==> src/rtl/bridge_id_bank.sv <==
// bridge_id_bank: read-mostly identification bank on a simple word-addressed bus.
//
// Word map (W = addr[5:2]):
//   0..NUM_ID-1      constant ID words (ID_WORDS[W])
//   8                uptime[31:0]; a read also latches uptime[63:32] into the high shadow
//   9                uptime high-half shadow
//   10               read counter (saturating); any write clears it
//   12..12+NS-1      read/write scratch words
//   others           read as zero, writes ignored
//
// Ports:
//   clk           bus clock, the only clock
//   reset_n       asynchronous active-low reset
//   addr          byte address, only [5:2] decoded
//   rd / wr       single-cycle read / write strobes
//   wr_data       write data
//   rd_data       read data, held between deliveries
//   rd_data_valid one pulse per accepted read, READ_LATENCY cycles after rd
module bridge_id_bank #(
  parameter int unsigned NUM_ID          = 3,
  parameter logic [31:0] BUILD_DATE      = 32'h2024_0601,
  parameter logic [31:0] BUILD_TIME      = 32'h0012_3456,
  parameter logic [31:0] BUILD_UNIQUE_ID = 32'hB1D6_E001,
  parameter logic [31:0] ID_WORDS [8]    = '{BUILD_DATE, BUILD_TIME, BUILD_UNIQUE_ID,
                                             32'h0, 32'h0, 32'h0, 32'h0, 32'h0},
  parameter int unsigned NUM_SCRATCH     = 2,
  parameter int unsigned READ_LATENCY    = 1
) (
  input  logic        clk,
  input  logic        reset_n,
  input  logic [31:0] addr,
  input  logic        rd,
  input  logic        wr,
  input  logic [31:0] wr_data,
  output logic [31:0] rd_data,
  output logic        rd_data_valid
);

  // One bit per implemented word, so an index test needs no range comparison.
  localparam logic [7:0] IdMask      = 8'((1 << NUM_ID) - 1);
  localparam logic [3:0] ScratchMask = 4'((1 << NUM_SCRATCH) - 1);

  logic [3:0]  w;
  logic        id_hit;
  logic        scratch_hit;
  logic [31:0] rd_word;

  logic [63:0] uptime_q, uptime_d;
  logic [31:0] uptime_hi_q, uptime_hi_d;
  logic [31:0] rd_count_q, rd_count_d;
  logic [31:0] scratch_q [4];

  logic [READ_LATENCY-1:0] pipe_valid_q;
  logic [31:0]             pipe_data_q [READ_LATENCY];

  logic unused_addr;
  assign unused_addr = ^{addr[31:6], addr[1:0]};

  assign w           = addr[5:2];
  assign id_hit      = !w[3] && IdMask[w[2:0]];
  assign scratch_hit = (w[3:2] == 2'b11) && ScratchMask[w[1:0]];

  // Read mux works on current register values, so a same-cycle write is not visible.
  always_comb begin
    rd_word = '0;
    if (id_hit) begin
      rd_word = ID_WORDS[w[2:0]];
    end else begin
      case (w)
        4'd8:  rd_word = uptime_q[31:0];
        4'd9:  rd_word = uptime_hi_q;
        4'd10: rd_word = rd_count_q;
        4'd12, 4'd13, 4'd14, 4'd15: begin
          if (scratch_hit) rd_word = scratch_q[w[1:0]];
        end
        default: rd_word = '0;
      endcase
    end
  end

  always_comb begin
    uptime_d    = uptime_q + 64'd1;
    uptime_hi_d = uptime_hi_q;
    if (rd && (w == 4'd8)) uptime_hi_d = uptime_q[63:32];
    rd_count_d = rd_count_q;
    // Clear takes priority over a coincident read's increment.
    if (wr && (w == 4'd10)) begin
      rd_count_d = '0;
    end else if (rd && (rd_count_q != 32'hFFFF_FFFF)) begin
      rd_count_d = rd_count_q + 32'd1;
    end
  end

  always_ff @(posedge clk or negedge reset_n) begin
    if (!reset_n) begin
      uptime_q    <= '0;
      uptime_hi_q <= '0;
      rd_count_q  <= '0;
    end else begin
      uptime_q    <= uptime_d;
      uptime_hi_q <= uptime_hi_d;
      rd_count_q  <= rd_count_d;
    end
  end

  always_ff @(posedge clk or negedge reset_n) begin
    if (!reset_n) begin
      for (int i = 0; i < 4; i++) scratch_q[i] <= '0;
    end else begin
      for (int i = 0; i < 4; i++) begin
        if (wr && scratch_hit && (w[1:0] == 2'(i))) scratch_q[i] <= wr_data;
      end
    end
  end

  // Data in each stage only moves with a valid beat, so the last stage holds
  // the most recently delivered word while the valid is low.
  always_ff @(posedge clk or negedge reset_n) begin
    if (!reset_n) begin
      pipe_valid_q <= '0;
      for (int i = 0; i < READ_LATENCY; i++) pipe_data_q[i] <= '0;
    end else begin
      pipe_valid_q[0] <= rd;
      if (rd) pipe_data_q[0] <= rd_word;
      for (int i = 1; i < READ_LATENCY; i++) begin
        pipe_valid_q[i] <= pipe_valid_q[i-1];
        if (pipe_valid_q[i-1]) pipe_data_q[i] <= pipe_data_q[i-1];
      end
    end
  end

  assign rd_data       = pipe_data_q[READ_LATENCY-1];
  assign rd_data_valid = pipe_valid_q[READ_LATENCY-1];

endmodule

==> config.mk <==
export PLATFORM = sky130hd
export DESIGN_NAME = bridge_id_bank
export DESIGN_NICKNAME = d
export VERILOG_FILES = /design/src/rtl/bridge_id_bank.sv
export SDC_FILE = /design/constraint.sdc
export NUM_CORES = 1
export LEC_CHECK = 0
export CAP_MARGIN = 20
export CORE_MARGIN = 1.5
export CORE_UTILIZATION = 35
export DETAILED_ROUTE_END_ITERATION = 10
export MAX_ROUTING_LAYER = met4
export PLACE_DENSITY = 0.6
export SLEW_MARGIN = 5
export SYNTH_ARGS = -nofsm -noshare
export SYNTH_HDL_FRONTEND = slang
export SYNTH_SLANG_ARGS = --single-unit
==> constraint.sdc <==
create_clock -name clk -period 6.2 [get_ports clk]
set_input_delay 1.86 -clock clk [delete_from_list [all_inputs] [get_ports clk]]
set_output_delay 1.86 -clock clk [all_outputs]
set_load 0.01 [all_outputs]
==> results.md, run 1 <==
* DRT antenna net count at 0
* Clk buf depth at 3
* DRC at 0
* Final hold violation count at 0
* CTS buffer count at 26
* H-tree levels at 1
* CP arrival at 4430 ps
* Via/cell ratio at 5.52
* Hold buffers post-CTS at 0
* Synth Warn # at 0
* Layout cells sized above 1 at 17.5%
* Worst Path Max Fanout at 10
* Async SR Flop Fraction at 100%
* Synth Cell Area at 10500 sq um
* Input/output buffers at 72
* Routability cong. at 0.864
* Critical path launch point: addr[3]
* Relative slew slack at 31.8%
* Synth Register Bits at 225
* R2R setup slack at 3580 ps
* Die ar. at 30900 sq um
* LEAKAGE at 5.35 nW
* Slew @ Worst Pin at 1010 ps
* Syn Area/Cell at 11.4 sq um
* Initial DRC Count at 751
* Synthesized Nets at 989
* Post-route minimum period at 4080 ps
* Final Cycle Share at 65.8%
* Setup violations, final at 0
* Crit path capture type: flip-flop
* Vias in the first global route at 7498
* Yosys top cell area share at 53.8%
* Worst r2r src: rd_count_q[11]
* Crit path buf inv count at 2
* VDD IR max at 0.206 mV
* CP Depth at 8
* Post-synth cell types at 54
* CP cell instances: clkdlybuf4s50_1 -> inv_1 -> ha_1 -> nor4_1 -> or3_1 -> nor2_1 -> a2111oi_0 -> o22ai_1
* Total congestion overflow at 0
* Synth cell count leaders: 225 x dfrtp_1, 115 x mux2_2, 74 x nand2_1
* Largest area contributor in the netlist: dfrtp_1
* CTS Sinks at 225
* Die Ht at 176 microns
* Number of gates resized after CTS at 0
* Unrepaired setup endpoints after global routing: false
* Clk Latency, worst-skew pair at 520 ps
* Post-DP Area at 11600 sq um
* Synth area leaders: dfrtp_1 54%, mux2_2 12%, xnor2_1 3.1%
* Setup bufs post-CTS at 0
* Clock Pin Slew Worst Setup and Hold Paths at 50 ps
* Final Max Tran Viols at 0
* Synth Flop Type: dfrtp_1
* Class of the worst hold path: flip-flop to flip-flop
* Nets at 1062
* Design area at 12400 sq um
* DPL Wire Length at 19.5 mm
* Setup TNS at 0 ps
* Largest delay share family, worst path: simple AND/OR/NAND/NOR gates
* Max frequency at 245 MHz
* Sequential area share after synthesis at 53.8%
* WL/cell at 20.2 microns
* # diodes at 0
* IO Count at 101
* Pin count of the biggest net entering global routing at 116
* GRT Overall Usage at 18.9%
* Worst clock skew at 9.86 ps
* Core area at 29600 sq um
* Count leader, synth: dfrtp_1
* Area delta synth->final at 18.6%
* RR Endpoint: rd_count_q[0]
* Setup CP Type: primary input to flip-flop
* Post-synth EDFFs at 0
* Number of placement rows at 63
* First-pass GRT wire length at 44.3 mm
* Status: finished, final reports clean
* CP endpoint: rd_data[17]
* Routed WL at 28.1 mm
* Slowest-stage cell, CP: clkdlybuf4s50_1
* Starting density of the core at 35.4%
* Root buffer cell: clkbuf_16
* Reported max-cap violation count at 0
* Total number of vias at 7690
* Die W at 176 microns
* Drt pass-1 iters at 7
* Mapped Cells at 914
* CTS tree: built
* Startpoint types: primary input
* CP Data Required Time at 6550 ps
* Reg2Reg Depth at 6
* Initial antenna violation count at 0
* Worst path max stage delay at 620 ps
* Pwr/cell area at 279 nW/um^2
[cell type report]
type | instances | area (sq um)
multi-input combinational | 628 | 4600
clock buffer | 40 | 744
sequential | 225 | 5630
clock inverter | 4 | 45.0
timing repair buffer | 87 | 841
tap | 390 | 488
inverter | 19 | 71.3
fill | 2755 | 17100
[per-layer routing]
layer	vias up	GRT usage, %	wire length [microns]
met5	-	-	0
li1	3540	-	-
met2	254	27.8	12400
met4	0	6.05	860
met1	3847	26.7	13000
met3	49	3.05	1890
[power breakdown]
group	internal, W	switching [W]	total (W)
Sequential	0.00159	0.0000739	0.00166
Clock	0.000859	0.000582	0.00144
Combinational	0.000184	0.000180	0.000364
[sequential cells by signal (all words and copies together) (netlist names)]
signal and flops:
rd_count_q 32, rd_data 32, uptime_hi_q 32, scratch_q 64
rd_data_valid 1, uptime_q 64
[logic make-up after synthesis]
group / Yosys count / share of synthesized area [%]
AOI/OAI and AO/OA: 138 / 9.48
xor gates and xnor gates: 67 / 5.61
adders and majority gates: 7 / 0.837
buffers and inverters: 61 / 2.36
DFF: 225 / 53.8
muxes: 125 / 13.3
and+or+nand+nor: 291 / 14.6
[worst min path at each step]
stage	from	end	depth (start not counted)
finish	uptime_q[63]	uptime_q[63]	1
global route	uptime_q[0]	uptime_q[0]	1
CTS	uptime_q[63]	uptime_q[63]	1
detailed placement	uptime_q[63]	uptime_q[63]	1
global placement	uptime_q[63]	uptime_q[63]	1
floorplan	uptime_q[63]	uptime_q[63]	1
[metrics by stage]
| step | hold WS [ps] | instances | power [W] | utilization [%] | setup slack, ps |
|---|---|---|---|---|---|
| 5_1_grt | 500 | 1393 | 0.00360 | 42.0 | 2010 |
| 4_1_cts | 466 | 1393 | 0.00349 | 42.0 | 2160 |
| 3_3_place_gp | 456 | 1348 | 0.00204 | 39.3 | 1570 |
| 2_1_floorplan | 438 | 914 | 0.00187 | - | 1980 |
| 6_report | 466 | 1393 | 0.00346 | 42.0 | 2120 |
| 3_5_place_dp | 458 | 1349 | 0.00205 | 39.3 | 1630 |
[placed cells by master (no fill, tap or decap), types with 11 or more instances in the layout]
master	netlist	final
dfrtp_1	225	225
inv_1	19	19
clkbuf_1	30	11
a31oi_1	23	23
nand3_1	37	37
xor2_1	30	30
a222oi_1	26	26
nand2_1	74	74
nand4_1	24	24
clkbuf_16	0	27
buf_4	0	14
nor3_1	19	18
xnor2_1	37	37
or4_1	13	13
nor2_1	57	56
or3_1	17	17
o31ai_1	12	12
mux2_2	115	115
a21oi_1	22	22
clkdlybuf4s50_1	0	69
o21ai_0	17	17
nor4_1	14	14
Power figures use the tool's default switching activity.
==> run 2, diff against run 1 <==
Clock period 6.2 ns to 3.8 ns, I/O delays scaled along.
==> run 2 against run 1 <==
Core utilization is 0.63 points higher. Sequential share of layout area is 0.67 points lower. Clock power is 74% higher. Clock-buffer cell count stayed put. Sequential power is 63% higher. Via count is 0.85% higher. Critical path type unchanged.
==> results.md, run 2 (synthesized netlist as in run 1, its figures left out) <==
* Total congestion overflow at 0 (unchanged)
* CTS buffer count at 26 (unchanged)
* Area delta synth->final at 20.4%
* VDD IR max at 0.315 mV (+53%)
* H-tree levels at 1 (unchanged)
* Setup violations, final at 0 (unchanged)
* Initial DRC Count at 898 (+20%)
* Worst clock skew at 21.5 ps (+11.6 ps)
* DRC at 0 (unchanged)
* CTS Sinks at 225 (unchanged)
* Startpoint types: primary input
* Post-DP Area at 11700 sq um (+1.0%)
* Final Max Tran Viols at 0 (unchanged)
* Reported max-cap violation count at 0 (unchanged)
* Layout cells sized above 1 at 19.1% (+1.6 points)
* Class of the worst hold path: flip-flop to flip-flop
* Design area at 12600 sq um (+1.5%)
* Biggest regs: scratch_q: 64 flops, uptime_q: 64 flops
* Vias in the first global route at 7620 (+1.6%)
* Status: finished, final reports clean
* Die Ht at 176 microns (unchanged)
* Routability cong. at 0.853 (-1.2%)
* Number of placement rows at 63 (unchanged)
* Total number of vias at 7755 (+0.85%)
* WL/cell at 20.0 microns (-1.1%)
* Starting density of the core at 35.4% (unchanged)
* GR Util met2 at 28.7% (+0.87 points)
* CP Data Required Time at 4180 ps (-2370 ps)
* Setup CP Type: primary input to flip-flop
* Global Route met3 Usage at 2.45% (-0.61 points)
* GRT Overall Usage at 19.1% (+0.14 points)
* Number of gates resized after CTS at 0 (unchanged)
* Final Cycle Share at 81.8%
* Hold_ws at 463 ps (-2.76 ps)
* Cell internal pwr at 0.00442 W (+68%)
* Clk pwr share at 43.0% (+1.4 points)
* Post-route minimum period at 3110 ps
* Sw frac at 23.9% (-0.21 points)
* Worst Path Max Fanout at 13 (+3)
* Setup bufs post-CTS at 0 (unchanged)
* Slew @ Worst Pin at 844 ps (-166 ps)
* Commonest non-fill, non-tap cells in the layout: 225 x dfrtp_1, 115 x mux2_2, 74 x nand2_1
* # diodes at 0 (unchanged)
* Post-layout worst setup margin at 692 ps (-1430 ps)
* Layer with the highest usage: met2
* Comb power frac at 10.4% (about the same)
* Commonest non-fill, non-tap cell in the layout: dfrtp_1
* First-pass GRT wire length at 44.5 mm (+0.45%)
* Input/output buffers at 72 (unchanged)
* CP arrival at 3480 ps (-950 ps)
* Nets at 1076 (+1.3%)
* Via/cell ratio at 5.50 (-0.30%)
* Net Switching at 0.00139 W (+66%)
* DPL Wire Length at 20.1 mm (+3.1%)
* Clk buf depth at 3 (unchanged)
* Core area at 29600 sq um (unchanged)
* Pre-CTS setup slack at 214 ps (-1410 ps)
* Sequential Power Share at 46.6% (-1.3 points)
* Die W at 176 microns (unchanged)
* Crit path capture type: flip-flop
* Clk Latency, worst-skew pair at 540 ps (+20 ps)
* IO Count at 101 (unchanged)
* Initial antenna violation count at 0 (unchanged)
* Die ar. at 30900 sq um (unchanged)
* DRT antenna net count at 0 (unchanged)
* Pin count of the biggest net entering global routing at 74 (-36%)
* LEAKAGE at 5.45 nW (+2.0%)
* Final hold violation count at 0 (unchanged)
* CTS tree: built
* Unrepaired setup endpoints after global routing: false
* Setup TNS at 0 ps (unchanged)
* Root buffer cell: clkbuf_16
* Final Total Pwr at 0.00581 W (+68%)
* Pwr/cell area at 461 nW/um^2 (+65%)
* Met1 usage at 27.2% (+0.51 points)
* Drt pass-1 iters at 5 (-2)
* Max frequency at 322 MHz
* Relative slew slack at 43.7% (+12 points)
* Clock Pin Slew Worst Setup and Hold Paths at 50 ps (about the same)
* Routed WL at 28.2 mm (about the same)
* Hold buffers post-CTS at 0 (unchanged)
[run 2: cell types whose count changed in the layout (fill, tap and decap cells not counted)]
| cell | delta |
|---|---|
| clkbuf_1 | -3 |
| bufinv_16 | +1 |
| buf_12 | +1 |
| clkinvlp_4 | +1 |
| clkbuf_8 | +3 |
| buf_4 | +13 |
[run 2: per-layer routing]
layer / share of wire, % / wire length, microns
met5: 0 / 0
met4: 2.2 / 633
met3: 6.2 / 1740
met2: 45 / 12600
met1: 47 / 13200
[run 2: power by group through the flow]
stage	clock network, W	registers [W]	logic [W]
floorplan	0	0.00273	0.000327
global placement	0	0.00274	0.000598
detailed placement	0	0.00275	0.000608
CTS	0.00256	0.00271	0.000611
global route	0.00265	0.00273	0.000663
finish	0.00250	0.00271	0.000606
[run 2: path summary, 6_finish.rpt]
kind                                     start       endpoint  slack (ps)  cells after the start
worst max-delay path                   addr[3]    rd_data[13]         690                      8
worst min-delay path              uptime_q[63]   uptime_q[63]         460                      1
worst max register to register  rd_count_q[25]  rd_count_q[7]        1120                      6
worst min register to register    uptime_q[63]   uptime_q[63]         460                      1
max in group asynchronous              reset_n    uptime_q[6]        2380                      2
min in group asynchronous              reset_n  rd_data_valid         550                      1
[run 2: area by class of cell]
type / count / area (sq um)
fill: 2818 / 17000
sequential: 225 / 5630
clock inverter: 6 / 82.6
inverter: 19 / 71.3
tap: 390 / 488
clock buffer: 40 / 774
timing repair buffer: 101 / 958
multi-input combinational: 628 / 4600
[run 2: per-stage QoR]
step | util (%) | instances
after detailed placement | 39.7 | 1363
final | 42.6 | 1409
after CTS | 42.6 | 1409
after global placement | 39.7 | 1363
after global routing | 42.6 | 1409
after floorplan | - | 914
[run 2: worst max-delay path, cell delays in order]
cell	delay [ps]
clkdlybuf4s50_1	460
buf_4	180
ha_1	260
and3b_1	380
buf_4	270
a22o_1	240
a2111oi_0	410
o22ai_1	130
==> run 3, diff against run 2 <==
Settings changed: PLACE_DENSITY 0.6 to 0.62.
Clock period 3.8 ns to 2.7 ns, I/O delays scaled along.
==> run 3 against run 2 <==
Register-to-register slack got worse by 730 ps. Power increased by 41%. Setup slack got worse by 500 ps. Largest cell class unchanged. Clock skew decreased by 11 ps. Highest routed layer unchanged.
==> results.md, run 3 (synthesized netlist as in run 1, its figures left out) <==
* Die W at 176 microns (unchanged)
* Max frequency at 398 MHz
* Vias in the first global route at 7826 (+2.7%)
* Worst Path Max Fanout at 6 (-7)
* CP Data Required Time at 3090 ps (-1090 ps)
* Die ar. at 30900 sq um (unchanged)
* Drt pass-1 iters at 7 (+2)
* Reported max-cap violation count at 0 (unchanged)
* Starting density of the core at 35.4% (unchanged)
* Design area at 13000 sq um (+3.1%)
* Class of the worst hold path: primary input to asynchronous set/reset pin
* Post-route minimum period at 2510 ps
* Hold_ws at 244 ps (-218 ps)
* Total congestion overflow at 0 (unchanged)
* GRT Overall Usage at 19.4% (+0.34 points)
* Total number of vias at 7926 (+2.2%)
* CTS tree: built
* Status: finished, final reports clean
* DPL Wire Length at 20.9 mm (+3.6%)
* Via/cell ratio at 5.45 (-0.89%)
* Final hold violation count at 0 (unchanged)
* LEAKAGE at 5.68 nW (+4.1%)
* Die Ht at 176 microns (unchanged)
* Input/output buffers at 72 (unchanged)
* VDD IR max at 0.421 mV (+33%)
* IO Count at 101 (unchanged)
* Routability cong. at 0.925 (+8.4%)
* Clk buf depth at 3 (unchanged)
* Crit path capture type: flip-flop
* Pwr/cell area at 632 nW/um^2 (+37%)
* Biggest regs: scratch_q: 64 flops, uptime_q: 64 flops
* Routed WL at 28.6 mm (+1.4%)
* WL/cell at 19.7 microns (-1.6%)
* Hold buffers post-CTS at 0 (unchanged)
* DRC at 0 (unchanged)
* Clock Pin Slew Worst Setup and Hold Paths at 60 ps (about the same)
* Startpoint types: primary input
* Commonest non-fill, non-tap cell in the layout: dfrtp_1
* Worst clock skew at 10.9 ps (-10.6 ps)
* DRT antenna net count at 0 (unchanged)
* Layout cells sized above 1 at 22.6% (+3.5 points)
* Initial antenna violation count at 2 (+2)
* CTS Sinks at 225 (unchanged)
* Root buffer cell: clkbuf_16
* Setup TNS at 0 ps (unchanged)
* Initial DRC Count at 881 (-1.9%)
* Number of placement rows at 63 (unchanged)
* H-tree levels at 1 (unchanged)
* Setup CP Type: primary input to flip-flop
* Area delta synth->final at 24.2%
* Final Cycle Share at 93.0%
* Final Max Tran Viols at 0 (unchanged)
* Unrepaired setup endpoints after global routing: false
* Slew @ Worst Pin at 690 ps (-154 ps)
* Clk Latency, worst-skew pair at 530 ps (about the same)
* Nets at 1116 (+3.7%)
* Core area at 29600 sq um (unchanged)
* Relative slew slack at 54.0% (+10 points)
* Post-layout worst setup margin at 190 ps (-502 ps)
* CP arrival at 2900 ps (-580 ps)
* Pin count of the biggest net entering global routing at 78 (+5.4%)
* CTS buffer count at 26 (unchanged)
* Pre-CTS setup slack at -314 ps (-528 ps)
* Commonest non-fill, non-tap cells in the layout: 225 x dfrtp_1, 115 x mux2_2, 74 x nand2_1
* Setup violations, final at 0 (unchanged)
* First-pass GRT wire length at 45.5 mm (+2.2%)
* Post-DP Area at 12100 sq um (+3.2%)
run 3: changes by cell type in the layout (fill, tap and decap cells not counted), sizes merged:
| cell | previous run | this run |
|---|---|---|
| inv | 19 | 20 |
| clkbuf | 40 | 35 |
| buf | 32 | 72 |
| clkinv | 3 | 7 |
| clkinvlp | 1 | 3 |
| diode | 0 | 2 |
run 3: critical path, cell delays in order:
cell and delay (ps):
clkdlybuf4s50_1 440, buf_4 180, ha_1 210, nor4_1 280
buf_4 170, or3_1 210, nor2_1 80, a2111oi_0 410
o22ai_1 120
run 3: stage by stage:
stage                     std cells  power (W)  util [%]
after floorplan                 914    0.00430         -
after global placement         1403    0.00473      41.0
after detailed placement       1403    0.00477      41.0
after CTS                      1451    0.00829      43.9
after global routing           1453    0.00854      44.0
final                          1453    0.00821      44.0
run 3: metal layers:
metal	GRT usage [%]	wire, microns	up-vias
met2	30.6	13400	278
met3	3.83	2390	38
met4	4.63	547	0
li1	-	-	3642
met5	-	0	-
met1	25.8	12200	3968
run 3: layout make-up:
cell class	count	area, sq um
Antenna cell	2	5.00
Clock buffer	35	736
Clock inverter	13	126
Fill cell	2788	16600
Inverter	19	71.3
Multi-Input combinational cell	628	4600
Sequential cell	225	5630
Tap cell	390	488
Timing Repair Buffer	141	1330
run 3: power by group:
group / leakage (nW) / internal [W] / switching, W
Combinational: 2.26 / 0.000462 / 0.000421
Sequential: 2.99 / 0.00364 / 0.000181
Clock: 0.421 / 0.00210 / 0.00140
Total: 5.68 / 0.00621 / 0.00200
run 3: path summary, 6_finish.rpt:
path                         startpoint              end  slack [ps]  cells past startpoint
max                             addr[3]      rd_data[17]         190                      9
min                             reset_n    scratch_q[91]         240                      1
max reg2reg                uptime_q[10]     uptime_q[56]         390                      5
min reg2reg                uptime_q[40]     uptime_q[40]         490                      1
max in group asynchronous       reset_n  uptime_hi_q[30]        1700                      2
min in group clk           uptime_q[40]     uptime_q[40]         490                      1
run 3: what timing repair did:
item / 4_1_cts / 5_1_grt
buffers inserted: 0 / 0
resized for setup: 0 / 1
endpoints found under the setup margin: 0 / 1
